===== config.mk =====
export PLATFORM = sky130hd
export DESIGN_NAME = vc_arbiter
export DESIGN_NICKNAME = d
export VERILOG_FILES = /design/src/rtl/vc_arbiter.sv
export SDC_FILE = /design/constraint.sdc
export NUM_CORES = 1
export LEC_CHECK = 0
export BUFFER_PORTS_ARGS = -buffer_cell sky130_fd_sc_hd__buf_2
export CAP_MARGIN = 40
export CORE_MARGIN = 1
export CORE_UTILIZATION = 40
export CTS_BUF_LIST = sky130_fd_sc_hd__clkbuf_4 sky130_fd_sc_hd__clkbuf_8 sky130_fd_sc_hd__clkbuf_16
export DETAILED_ROUTE_END_ITERATION = 7
export PLACE_DENSITY = 0.75
export SYNTH_ARGS = -nofsm -noshare
export SYNTH_HDL_FRONTEND = slang
export SYNTH_SLANG_ARGS = --single-unit

===== constraint.sdc =====
create_clock -name clk -period 2.33 [get_ports clk]
set_input_delay 0.466 -clock clk [delete_from_list [all_inputs] [get_ports clk]]
set_output_delay 0.466 -clock clk [all_outputs]
set_load 0.01 [all_outputs]

===== src/rtl/vc_arbiter.sv =====
// Round-robin mover from NUM_SRC show-ahead VC FIFOs into two destination FIFOs.
// A source competes only while its head word's destination is below umbral_d.
module vc_arbiter #(
   parameter int DATA_WIDTH = 6,
   parameter int NUM_SRC    = 4
) (
   input  logic                          clk,
   input  logic                          reset,
   input  logic                          enable,
   input  logic [3:0]                    umbral_d,
   input  logic [NUM_SRC-1:0]            src_empty,
   input  logic [NUM_SRC*DATA_WIDTH-1:0] src_data,
   input  logic [3:0]                    dst_count0,
   input  logic [3:0]                    dst_count1,
   output logic [NUM_SRC-1:0]            src_pop,
   output logic [1:0]                    dst_push,
   output logic [DATA_WIDTH-1:0]         dst_data,
   output logic [NUM_SRC-1:0]            grant,
   output logic                          stall,
   output logic [1:0]                    state
);

   localparam int LW = (NUM_SRC > 1) ? $clog2(NUM_SRC) : 1;

   typedef enum logic [1:0] {
      IDLE  = 2'd0,
      XFER  = 2'd1,
      PAUSE = 2'd2
   } state_t;

   state_t                  state_q, state_d;
   logic [LW-1:0]           last_q, last_d;
   logic [NUM_SRC-1:0]      src_pop_q, src_pop_d;
   logic [1:0]              dst_push_q, dst_push_d;
   logic [DATA_WIDTH-1:0]   dst_data_q, dst_data_d;
   logic [NUM_SRC-1:0]      grant_q, grant_d;

   logic [1:0]              blocked;
   logic [NUM_SRC-1:0]      eligible;
   logic                    found;
   logic [LW-1:0]           sel;
   logic [LW-1:0]           idx;
   logic [DATA_WIDTH-1:0]   sel_word;
   logic                    sel_dst;
   logic                    any_nonempty;

   always_comb begin
      blocked[0] = (dst_count0 >= umbral_d);
      blocked[1] = (dst_count1 >= umbral_d);
      for (int unsigned k = 0; k < NUM_SRC; k++) begin
         eligible[k] = !src_empty[k] &&
                       !blocked[src_data[k*DATA_WIDTH + DATA_WIDTH - 1]];
      end
   end

   // Search starts just after the last winner, so the previous winner ranks last.
   always_comb begin
      found = 1'b0;
      sel   = '0;
      idx   = '0;
      for (int unsigned i = 1; i <= NUM_SRC; i++) begin
         idx = LW'((32'(last_q) + i) % NUM_SRC);
         if (!found && eligible[idx]) begin
            found = 1'b1;
            sel   = idx;
         end
      end
   end

   assign sel_word     = src_data[32'(sel)*DATA_WIDTH +: DATA_WIDTH];
   assign sel_dst      = sel_word[DATA_WIDTH-1];
   assign any_nonempty = |(~src_empty);

   always_comb begin
      state_d    = state_q;
      last_d     = last_q;
      src_pop_d  = '0;
      dst_push_d = '0;
      dst_data_d = dst_data_q;
      grant_d    = '0;
      case (state_q)
         IDLE, PAUSE: begin
            if (!enable) begin
               state_d = IDLE;
            end else if (found) begin
               state_d              = XFER;
               src_pop_d[sel]       = 1'b1;
               dst_push_d[sel_dst]  = 1'b1;
               dst_data_d           = sel_word;
               grant_d[sel]         = 1'b1;
               last_d               = sel;
            end else if (any_nonempty) begin
               state_d = PAUSE;
            end else begin
               state_d = IDLE;
            end
         end
         // XFER is always followed by a gap cycle so FIFO flags settle.
         XFER:    state_d = IDLE;
         default: state_d = IDLE;
      endcase
   end

   always_ff @(posedge clk or negedge reset) begin
      if (!reset) begin
         state_q    <= IDLE;
         last_q     <= LW'(NUM_SRC - 1);
         src_pop_q  <= '0;
         dst_push_q <= '0;
         dst_data_q <= '0;
         grant_q    <= '0;
      end else begin
         state_q    <= state_d;
         last_q     <= last_d;
         src_pop_q  <= src_pop_d;
         dst_push_q <= dst_push_d;
         dst_data_q <= dst_data_d;
         grant_q    <= grant_d;
      end
   end

   assign src_pop  = src_pop_q;
   assign dst_push = dst_push_q;
   assign dst_data = dst_data_q;
   assign grant    = grant_q;
   assign stall    = (state_q == PAUSE);
   assign state    = state_q;

endmodule


# After elaboration in Yosys (flattened, before gate mapping)
# Cells that the tools add are included.
[totals]
word_cells = 89
regBits = 16
out_inout_bits = 19
[classes]
n_reduce_logical = 24
n_addsub = 4
order_cmp = 14
mul = 1
n_shift = 1
n_bitwise = 1
mux = 38
eq_ne = 1
[ops]
columns = ["cell", "n"]
rows = [
  ["24-bit by 6-bit variable part select with 6-bit output", 1],
  ["2-bit 2-to-1 mux", 11],
  ["1-bit 2-to-1 mux", 18],
  ["2-bit by 3-bit less-than comparator with 1-bit output, second input constant", 5],
  ["4-bit 2-to-1 mux", 3],
  ["1-bit zero test", 11],
  ["1-bit by 2-bit less-than comparator with 1-bit output, second input constant", 5],
  ["1-bit logical AND", 9],
  ["1-bit binary-select mux with 2-bit select", 4],
  ["4-bit greater-or-equal comparator", 2],
  ["2-bit by 1-bit adder with 2-bit output, second input constant", 2],
  ["2-bit adder, second input constant", 2],
  ["2-bit by 2-bit multiplier with 4-bit output, second input constant", 1],
  ["4-bit inverter", 1],
  ["4-bit OR reduction", 1],
  ["3-bit AND reduction", 1],
  ["1-bit demux with 2-bit select", 1],
  ["2-bit == test, second input constant", 1],
  ["2-bit by 1-bit greater-or-equal comparator with 1-bit output, second input constant", 1],
  ["2-bit zero test", 1],
  ["2-bit OR reduction", 1],
  ["1-bit demux with 1-bit select", 1],
  ["1-bit greater-or-equal comparator, second input constant", 1],
]

# Logic depth before layout (Yosys ltp)
# Gate-level depths: netlist of run 1.
[logic_depth]
word_depth = 26
mapped_depth = 10
depth_no_buf = 9

# Worst setup path after synthesis of run 1
# No wires, ideal clock.
[synth_path]
kind = "input to register"
from = "input port dst_count0[0]"
to = "register dst_data_q[3], in the netlist dst_data[3]"
required_ns = 2.204
cell_stages = 10
path_buffers = 1
path_slack_ns = -0.703
t_arrival_ns = 2.907
setup_ns = 0.126
path_cell_list = "inv_1 ha_1 or3b_4 a211o_1 a2111oi_1 a311oi_2 nand3_2 buf_6 mux2_4 a221o_1"
[synth_between]
elab_chain_cells = 19
elab_cells_between_ends = 42
classes_between = "mul (1); order compare (1); shift (1); mux (24); reduce/logical (15)"
[synth_rtl]
columns = ["element", "line_no", "rtl"]
rows = [
  ["from (decl)", "13", "input logic [3:0] dst_count0,"],
  ["4-bit greater-or-equal comparator (*)", "48", "blocked[0] = (dst_count0 >= umbral_d);"],
  ["1-bit 2-to-1 mux (not written as such) (2 in series)", "52", "!blocked[src_data[k*DATA_WIDTH + DATA_WIDTH - 1]];"],
  ["1-bit zero test", "52", ""],
  ["1-bit logical AND", "51", "eligible[k] = !src_empty[k] &&"],
  ["1-bit binary-select mux with 2-bit select", "63", "if (!found && eligible[idx]) begin"],
  ["1-bit 2-to-1 mux (not written as such)", "63", ""],
  ["1-bit 2-to-1 mux", "63", ""],
  ["1-bit zero test", "63", ""],
  ["[... 2 more ...]", "n/a", ""],
  ["1-bit zero test", "63", ""],
  ["1-bit logical AND", "63", ""],
  ["1-bit 2-to-1 mux", "63", ""],
  ["1-bit zero test", "63", ""],
  ["1-bit logical AND", "63", ""],
  ["2-bit 2-to-1 mux", "63", ""],
  ["2-bit by 2-bit multiplier with 4-bit output", "70", "assign sel_word = src_data[32'(sel)*DATA_WIDTH +: DATA_WIDTH];"],
  ["24-bit by 6-bit variable part select with 6-bit output", "70", ""],
  ["to (signal assigned)", "117", "dst_data_q <= dst_data_d;"],
  ["to (decl)", "35", "logic [DATA_WIDTH-1:0] dst_data_q, dst_data_d;"],
]
# Mark *: on every way between the ends. The rest lies on a longest branch, timed or not. The select of a mux whose other input is x is not followed.
# A chain may end at the register's enable or synchronous reset.

# Worst setup path in the final report of run 1
[layout_path]
from = "input port umbral_d[1]"
to = "register dst_data_q[3], in the netlist dst_data[3]"
[layout_between]
elab_chain_cells = 19
elab_cells_between_ends = 43
classes_between = "mul (1); order compare (2); shift (1); mux (24); reduce/logical (15)"
[layout_rtl]
columns = ["element", "line_no", "rtl"]
rows = [
  ["from (decl)", "10", "input logic [3:0] umbral_d,"],
  ["4-bit greater-or-equal comparator (on tied branches)", "48, 49", ""],
  ["1-bit 2-to-1 mux (not written as such) (2 in series)", "52", ""],
  ["1-bit zero test", "52", ""],
  ["1-bit logical AND", "51", ""],
  ["1-bit binary-select mux with 2-bit select", "63", ""],
  ["1-bit 2-to-1 mux (not written as such)", "63", ""],
  ["1-bit 2-to-1 mux", "63", ""],
  ["1-bit zero test", "63", ""],
  ["[... 2 more ...]", "n/a", ""],
  ["1-bit zero test", "63", ""],
  ["1-bit logical AND", "63", ""],
  ["1-bit 2-to-1 mux", "63", ""],
  ["1-bit zero test", "63", ""],
  ["1-bit logical AND", "63", ""],
  ["2-bit 2-to-1 mux", "63", ""],
  ["2-bit by 2-bit multiplier with 4-bit output", "70", ""],
  ["24-bit by 6-bit variable part select with 6-bit output", "70", ""],
]
# Parallel ways exist; a longest one is shown, timed or not. The select of a mux whose other input is x is not followed.

==> reports/summary.txt, run 1 <==
Status = finished with violations
Failing checks = setup timing
Core footprint = 2760 µm²
Area leader, netlist = dfrtp_1
Psw = 529 µW
Grt total ovfl = 0
CP required = 2.52 ns
Worst path cell trace = buf_2, inv_2, ha_1, o211ai_1, o211ai_1, a21oi_4, a311oi_4, nand3_4, buf_12, mux2_4, a221o_1
Min Clock Period, post-route = 2.89 ns
Clk Latency, worst-skew pair = 0.30 ns
Share of cells above drive strength 1 = 66.3%
Crit. End Element = flip-flop
Final Setup Violations = 15
Sequential area share after synthesis = 34.4%
DRT Wirelength = 4.09 mm
Worst min-delay path class = input port to async pin
Reg2reg start = last_q[0]$_DFFE_PN1P_
Vias = 1315
Synth Warn # = 0
Port bufs = 61
Final period util = 124%
CTS Buf Count = 3
Layout Area Growth over Synthesis = 69.1%
Post-synthesis net count = 163
# IOs = 62
Vias in the first global route = 1311
Synth unique cells = 38
Yosys top cell area share = 29.9%
CP max-delay cell = o211ai_1
Met2 usage = 43.4%
GRT busiest layer = met2
Die Footprint = 3150 µm²
H-tree levels = 1
Max FO, Critical Path = 7
Final-report max-slew violation count = 0
Initial Util = 42.5%
Global-route wire length before repair = 6.15 mm
TritonCTS sink count = 16
Gr usage total = 25.2%
Worst-Margin Slew = 0.529 ns
Register area = 403 µm²
Power Density = 719 nW/µm²
Multi-input logic area = 876 µm²
Internal power = 895 µW
Final net count = 251
Critical path launch point type = input port
Switching part of the total = 37.1%
Cells after Synth = 112
Post-DR vias/cell = 5.72
CP arrival = 3.08 ns
GR Layer Usage met1 = 31.1%
Worst R2R Setup Slack = 0.20 ns
CTS max path bufs = 2
Sequential power share = 29.9%
Diode count = 0
Most frequent CP cell = o211ai_1
Reg2Reg Depth = 6
FILL cells = 186
Setup Crit Path Kind = input port to flip-flop
Row Count = 19
Fin Clk Skew = 0.000538 ns
Critical path's largest stage delay = 0.51 ns
RePlAce Congestion = 0.850
Logic pwr share = 56.5%
Initial antenna violation count = 0
Die Wd = 56.1 µm
Drt pass-1 iters = 4
Setup WS post-layout = -0.557 ns
Tot Pwr = 1.42 mW
Top cells by area, synth = dfrtp_1 30%, ha_1 8.5%, a211o_1 5.2%
Post-DP HPWL = 2.74 mm
P_leak = 1.01 nW
Post-layout util = 71.8%
ANT nets after route = 0
# DRC = 0
Max_cap viols = 0
Die Height = 56.1 µm
Root buffer cell = clkbuf_4
Avg Inst Size Synth = 10.5 µm²
VDD IR-drop max = 0.565 mV
Mapped cell area = 1170 µm²
DP Worst Slack = -0.951 ns
Final Hold Slack = 0.0510 ns
Fmax = 346 MHz
Slew margin rel. = 64.6%
Clock Power Share = 13.6%
R2r endpoint = dst_data[3]$_DFFE_PN0P_
RSZ-0062 raised after global routing = true
Clock slew at reported path FFs = 0.10 ns
Drt initial violations = 50
GR Util met3 = 4.88%
Final Hold Violating Endpoints = 0
CTS tree = built
WL/cell = 17.8 µm
Yosys reg bits = 16
Largest net degree at the start of global routing = 17
## cells in the mapped netlist
cell       number
dfrtp_1        14
ha_1            8
a211o_1         7
and2_1          7
inv_1           7
a21oi_1         6
a21o_1          5
a221o_1         5
mux2_2          5
o211ai_1        5
buf_4           4
nor2_1          4
mux2_1          3
and3_1          2
and4_1          2
dfstp_2         2
mux2_4          2
nor2b_1         2
o21a_1          2
o21ai_0         2
a2111oi_0       1
a2111oi_1       1
a2bb2oi_1       1
a311oi_2        1
a31o_2          1
buf_6           1
clkbuf_1        1
nand2_1         1
nand2b_1        1
nand3_2         1
nand3b_1        1
nand4_1         1
nor3b_1         1
nor4_1          1
o211a_1         1
o31ai_1         1
or2_2           1
or3b_4          1
## registers in the layout, indices dropped and copies added (netlist names)
| name | count |
|---|---|
| last_q | 2 |
| state | 2 |
| grant | 4 |
| dst_data | 6 |
| dst_push | 2 |
## worst max-delay path by stage
stage / start / to / slack (ns) / cells past startpoint
2_1_floorplan: dst_count0[0] / dst_data[3]$_DFFE_PN0P_ / -0.56 / 10
3_3_place_gp: dst_count0[0] / dst_data[2]$_DFFE_PN0P_ / -0.82 / 11
3_5_place_dp: dst_count0[0] / dst_data[0]$_DFFE_PN0P_ / -0.95 / 11
4_1_cts: dst_count0[0] / dst_data[0]$_DFFE_PN0P_ / -0.46 / 11
5_1_grt: umbral_d[1] / dst_data[2]$_DFFE_PN0P_ / -0.57 / 12
6_report: umbral_d[1] / dst_data[3]$_DFFE_PN0P_ / -0.56 / 11
## layout make-up
| cell class | count | share of cell area (%) |
|---|---|---|
| clock buffers | 4 | 1.83 |
| inverters | 7 | 1.96 |
| multi-input cells | 83 | 44.2 |
| flip-flops and latches | 16 | 20.3 |
| well taps | 31 | 1.96 |
| repair buffers | 89 | 29.7 |
## layout by cell type, fill, tap and decap left out, types with 3 or more instances in the layout
cell      synthesis  routed
a221o_1           5       5
and2_1            7       7
a211o_1           7       7
dfrtp_1          14      14
mux2_4            2       3
buf_2             0      59
ha_4              0       3
buf_4             4      22
o211ai_1          5       5
buf_6             1       4
a21oi_1           6       3
ha_1              8       4
clkbuf_4          0       3
inv_2             0       5
mux2_2            5       5
a21o_1            5       5
## critical path, delay by kind of cell
family          cells  cell delay [ns]
fa+ha+maj           1             0.23
buf+inv             3             0.34
mux                 1             0.29
simple gates        1             0.16
compound gates      5             1.59
## per-stage QoR
stage / std cells / cell area, µm² / TNS [ns]
floorplan: 112 / 1230 / -4.70
global placement: 215 / 1670 / -8.73
detailed placement: 215 / 1670 / -10.01
CTS: 227 / 1910 / -3.84
global route: 230 / 1980 / -6.06
finish: 230 / 1980 / -5.71
## cell families (layout without fill, tap and decap cells)
group                    count (synthesis)  in the layout  synth area share [%]
multiplexers                            10             10                  10.3
AND/OR/NAND/NOR                         26             26                  14.2
AO/OA/AOI/OAI                           39             39                  26.5
adder cells (fa/ha/maj)                  8              8                  8.55
flip-flops                              16             16                  34.4
buffers and inverters                   13            100                  6.09
## power by group through the flow
stage,logic (mW),clock network (mW),registers [mW]
6_report,0.804,0.194,0.425
5_1_grt,0.851,0.206,0.434
4_1_cts,0.748,0.187,0.423
3_5_place_dp,0.620,0,0.421
3_3_place_gp,0.599,0,0.417
2_1_floorplan,0.347,0,0.455
## per-layer routing
layer | routed length (µm) | vias to the layer above
li1 | - | 605
met1 | 1560 | 607
met2 | 2050 | 81
met3 | 286 | 22
met4 | 197 | 0
met5 | 0 | -
## repair_timing
item / 4_1_cts / 5_1_grt
gates resized for setup: 26 / 10
hold buffers: 0 / 0
cloned: 1 / 0
buffers inserted: 7 / 3
pin swaps: 7 / 3
endpoints found under the setup margin: 15 / 15
No activity file was read; power rests on OpenSTA's default activity.
==> inputs of run 2 (changes only) <==
Settings changed: REMOVE_ABC_BUFFERS set to 1.
==> reports/summary.txt, run 2 (synthesis results as in run 1) <==
Max reg flops = 6 (unchanged)
Fmax = 358 MHz (+3.2%)
Diode count = 0 (unchanged)
Critical path launch point type = input port
Setup WS post-layout = -0.467 ns (+0.0896 ns)
Placed Instances = 227 (+5.6%)
RSZ-0062 raised after global routing = true
Worst-Margin Slew = 0.413 ns (-0.116 ns)
DRT Wirelength = 4.14 mm (+1.2%)
Share of cells above drive strength 1 = 68.9% (+2.6 points)
Commonest non-fill, non-tap cell in the layout = buf_2
ANT nets after route = 0 (unchanged)
Drt initial violations = 43 (-14%)
Layout Area Growth over Synthesis = 74.0%
H-tree levels = 1 (unchanged)
Die Wd = 56.1 µm (unchanged)
Die Footprint = 3150 µm² (unchanged)
Status = finished with violations
Global-route wire length before repair = 6.22 mm (+1.2%)
Vias in the first global route = 1289 (-1.7%)
Gr usage total = 25.4% (+0.18 points)
Most frequent cells in the layout = 56 x buf_2, 28 x buf_4, 14 x dfrtp_1
Power Density = 677 nW/µm² (-5.8%)
Initial antenna violation count = 0 (unchanged)
Crit. End Element = flip-flop
Vias = 1337 (+1.7%)
FILL cells = 181 (-2.7%)
Row Count = 19 (unchanged)
Failing checks = setup timing
Fin Clk Skew = 0.00696 ns (+0.00642 ns)
CTS max path bufs = 2 (unchanged)
Port bufs = 61 (unchanged)
Register area = 403 µm² (unchanged)
Post-DR vias/cell = 5.64 (-1.3%)
Slew margin rel. = 72.4% (+7.8 points)
Max_cap viols = 0 (unchanged)
Final Setup Violations = 15 (unchanged)
CTS tree = built
Post-DP HPWL = 2.65 mm (-3.2%)
Setup Crit Path Kind = input port to flip-flop
Reg2Reg Depth = 5 (-1)
R2r endpoint = dst_data[4]$_DFFE_PN0P_
Max FO, Critical Path = 5 (-2)
Worst R2R Setup Slack = 0.19 ns (about the same)
# IOs = 62 (unchanged)
Initial Util = 42.5% (unchanged)
Post-layout util = 73.9% (+2.1 points)
Multi-input logic area = 916 µm² (+4.6%)
Grt total ovfl = 0 (unchanged)
CP arrival = 2.97 ns (-0.11 ns)
Core footprint = 2760 µm² (unchanged)
CTS Buf Count = 3 (unchanged)
Cell Count, Final, Fillers Out = 237 (+3.0%)
Final Hold Violating Endpoints = 0 (unchanged)
Final-report max-slew violation count = 0 (unchanged)
Final period util = 120% (-3.8 points)
CP Launch Point = umbral_d[0]
Clk Latency, worst-skew pair = 0.29 ns (about the same)
RePlAce Congestion = 0.898 (+5.6%)
P_leak = 1.03 nW (+1.9%)
TritonCTS sink count = 16 (unchanged)
Clock slew at reported path FFs = 0.09 ns (about the same)
Final net count = 258 (+2.8%)
# DRC = 0 (unchanged)
Largest net degree at the start of global routing = 17 (unchanged)
Min Clock Period, post-route = 2.80 ns (-0.0896 ns)
Reg2reg start = last_q[0]$_DFFE_PN1P_
Die Height = 56.1 µm (unchanged)
CP required = 2.51 ns (about the same)
Worst min-delay path class = input port to async pin
VDD IR-drop max = 0.646 mV (+14%)
Root buffer cell = clkbuf_4
WL/cell = 17.5 µm (-1.8%)
Drt pass-1 iters = 4 (unchanged)
## run 2: timing repair
item                                   CTS  global route
hold buffers                             0             0
setup endpoints to repair               15            15
endpoints found under the hold margin    0             0
gates resized for setup                 29            29
pin swaps                               26            16
setup buffers                            4             2
cloned                                   1             0
## run 2: where the power goes
group / switching [mW] / internal, mW
logic: 0.374 / 0.419
clock network: 0.0881 / 0.0784
registers: 0.0537 / 0.367
## run 2: how the worst max path moves through the flow
stage / endpoint
floorplan: dst_data[0]$_DFFE_PN0P_
global placement: dst_data[0]$_DFFE_PN0P_
detailed placement: dst_data[2]$_DFFE_PN0P_
CTS: dst_data[2]$_DFFE_PN0P_
global route: dst_data[3]$_DFFE_PN0P_
finish: dst_data[4]$_DFFE_PN0P_
## run 2: stage by stage
step	cell area (µm²)	total power [mW]	setup TNS (ns)	worst slack [ns]	hold slack, ns
2_1_floorplan	1130	0.751	-6.51	-0.721	0.170
3_3_place_gp	1690	1.02	-10.64	-0.861	0.386
5_1_grt	2040	1.46	-5.35	-0.528	0.0822
6_report	2040	1.38	-4.28	-0.467	0.0718
4_1_cts	1900	1.30	-3.75	-0.416	0.0783
3_5_place_dp	1690	1.04	-12.19	-1.07	0.400
## run 2: layer usage
metal	part of all wire, %	global-route usage, %
met1	41	32.8
met2	51	43.0
met3	6.5	5.35
met4	1.5	6.62
met5	0	0
## run 2: critical path, stage by stage
cell,delay (ns)
buf_6,0.10
buf_4,0.13
ha_4,0.23
nor3b_2,0.20
buf_4,0.16
o211ai_1,0.08
buf_4,0.16
a2111oi_4,0.43
a21o_1,0.19
buf_4,0.13
o21a_1,0.20
nor2_1,0.14
a221o_1,0.36
## run 2: area by class of cell
cell class                 instances  area share, %
clock buffer                       4           1.47
inverter                           7           1.78
multi-input combinational         84           44.9
sequential                        16           19.8
tap                               31           1.90
timing repair buffer              95           30.1
==> inputs of run 3 (changes only) <==
Settings changed: MAX_ROUTING_LAYER set to met4.
==> reports/summary.txt, run 3 (synthesis results as in run 1) <==
Switching part of the total = 37.5% (+0.15 points)
Status = finished with violations
Dpl cell area = 1690 µm² (unchanged)
CTS max path bufs = 2 (unchanged)
Post-route cell area = 2040 µm² (unchanged)
DP Worst Slack = -1.07 ns (unchanged)
Die Wd = 56.1 µm (unchanged)
WP buf/inv = 2 (-3)
Clock Power Share = 12.1% (about the same)
Die Height = 56.1 µm (unchanged)
Final period util = 120% (-0.23 points)
Critical path launch point type = input port
Grt total ovfl = 0 (unchanged)
Drt initial violations = 44 (+2.3%)
# DRC = 0 (unchanged)
Initial antenna violation count = 0 (unchanged)
Critical path's largest stage delay = 0.39 ns (-0.04 ns)
Clock slew at reported path FFs = 0.09 ns (about the same)
Share of cells above drive strength 1 = 68.9% (unchanged)
Internal power = 864 µW (about the same)
Fmax = 358 MHz (+0.19%)
RSZ-0062 raised after global routing = true
Core footprint = 2760 µm² (unchanged)
Min Clock Period, post-route = 2.79 ns (-0.00534 ns)
Largest net degree at the start of global routing = 17 (unchanged)
CTS Hold Bufs = 0 (unchanged)
DRT Wirelength = 4.16 mm (+0.51%)
Max reg flops = 6 (unchanged)
Commonest non-fill, non-tap cell in the layout = buf_2
Tot Pwr = 1.38 mW (+0.24%)
P_leak = 1.03 nW (unchanged)
Worst path cell trace = buf_6, inv_4, ha_4, or3b_4, a211o_1, a21o_1, a311oi_4, nand3_4, mux2_4, a221o_1
Max FO, Critical Path = 7 (+2)
Worst min-delay path class = input port to async pin
Drt pass-1 iters = 4 (unchanged)
Slew margin rel. = 71.9% (-0.51 points)
Vias = 1368 (+2.3%)
Final Hold Violating Endpoints = 0 (unchanged)
CTS tree = built
Final Setup Violations = 15 (unchanged)
Layout Area Growth over Synthesis = 74.0% (unchanged)
Setup Crit Path Kind = input port to flip-flop
Failing checks = setup timing
Psw = 519 µW (+0.64%)
Sequential power share = 30.4% (about the same)
Port bufs = 61 (unchanged)
Initial Util = 42.5% (unchanged)
# IOs = 62 (unchanged)
Logic pwr share = 57.4% (about the same)
H-tree levels = 1 (unchanged)
Gr usage total = 26.1% (+0.72 points)
ANT nets after route = 0 (unchanged)
Die Footprint = 3150 µm² (unchanged)
CP required = 2.51 ns (about the same)
Post-DP HPWL = 2.65 mm (unchanged)
TritonCTS sink count = 16 (unchanged)
Top delay family on crit path = compound AO/OA/AOI/OAI gates
Power Density = 679 nW/µm² (+0.24%)
Crit. End Element = flip-flop
Row Count = 19 (unchanged)
Fin Clk Skew = 0.00511 ns (-0.00185 ns)
Root buffer cell = clkbuf_4
CTS Buf Count = 3 (unchanged)
CP arrival = 2.97 ns (about the same)
WL/cell = 17.5 µm (+0.51%)
Post-DR vias/cell = 5.77 (+2.3%)
Diode count = 0 (unchanged)
Global-route wire length before repair = 6.22 mm (unchanged)
Most frequent cells in the layout = 56 x buf_2, 28 x buf_4, 14 x dfrtp_1
Final net count = 258 (unchanged)
Final-report max-slew violation count = 0 (unchanged)
Max_cap viols = 0 (unchanged)
Clk Latency, worst-skew pair = 0.30 ns (about the same)
VDD IR-drop max = 0.646 mV (about the same)
Setup WS post-layout = -0.462 ns (+0.00533 ns)
Worst-Margin Slew = 0.421 ns (+0.00769 ns)
Vias in the first global route = 1287 (-0.16%)
RePlAce Congestion = 0.913 (+1.7%)
CP max-delay cell = or3b_4
==> run 3: cell counts in the layout (fill, tap and decap cells not counted) <==
Identical to the previous run, type by type.
==> run 3: layout make-up <==
cell class / count / area, µm²
repair buffers: 95 / 614
well taps: 31 / 38.8
inverters: 7 / 36.3
flip-flops and latches: 16 / 403
fillers: 181 / 719
multi-input cells: 84 / 916
clock buffers: 4 / 30.0
==> run 3: power groups by stage <==
stage | Sequential (mW) | Combinational (mW) | Clock [mW]
floorplan | 0.454 | 0.296 | 0
global placement | 0.413 | 0.607 | 0
detailed placement | 0.414 | 0.626 | 0
CTS | 0.420 | 0.713 | 0.168
global route | 0.430 | 0.849 | 0.184
finish | 0.421 | 0.794 | 0.168
==> run 3: metrics by stage <==
step | cells | utilization (%) | hold slack (ns) | TNS, ns
6_report | 237 | 73.9 | 0.0695 | -4.29
5_1_grt | 237 | 73.9 | 0.0828 | -5.35
4_1_cts | 235 | 68.8 | 0.0783 | -3.75
3_5_place_dp | 227 | 61.2 | 0.400 | -12.19
3_3_place_gp | 227 | 61.2 | 0.386 | -10.64
2_1_floorplan | 106 | - | 0.170 | -6.51
==> run 3: final timing paths <==
path                                          from                      end  slack, ns  cells after the start
max                                  dst_count0[0]  dst_data[4]$_DFFE_PN0P_      -0.46                     10
min                                          reset       grant[0]$_DFF_PN0_       0.07                      1
max reg2reg                  last_q[0]$_DFFE_PN1P_  dst_data[4]$_DFFE_PN0P_       0.18                      5
min reg2reg                dst_data[5]$_DFFE_PN0P_  dst_data[5]$_DFFE_PN0P_       0.59                      2
max in group asynchronous                    reset    last_q[1]$_DFFE_PN1P_       1.95                      1
min in group clk                       src_data[2]  dst_data[2]$_DFFE_PN0P_       0.51                      3
==> run 3: what timing repair did <==
item	4_1_cts	5_1_grt
pin swaps	26	16
setup buffers	4	2
setup endpoints to repair	15	15
cloned	1	0
resized for setup	29	29
==> run 3: routing by layer <==
layer	wire length (µm)	track usage, %	vias to the layer above
met5	0	-	-
met1	1720	32.8	665
met4	73	6.62	0
met2	2100	43.0	67
met3	263	5.35	12
li1	-	-	624
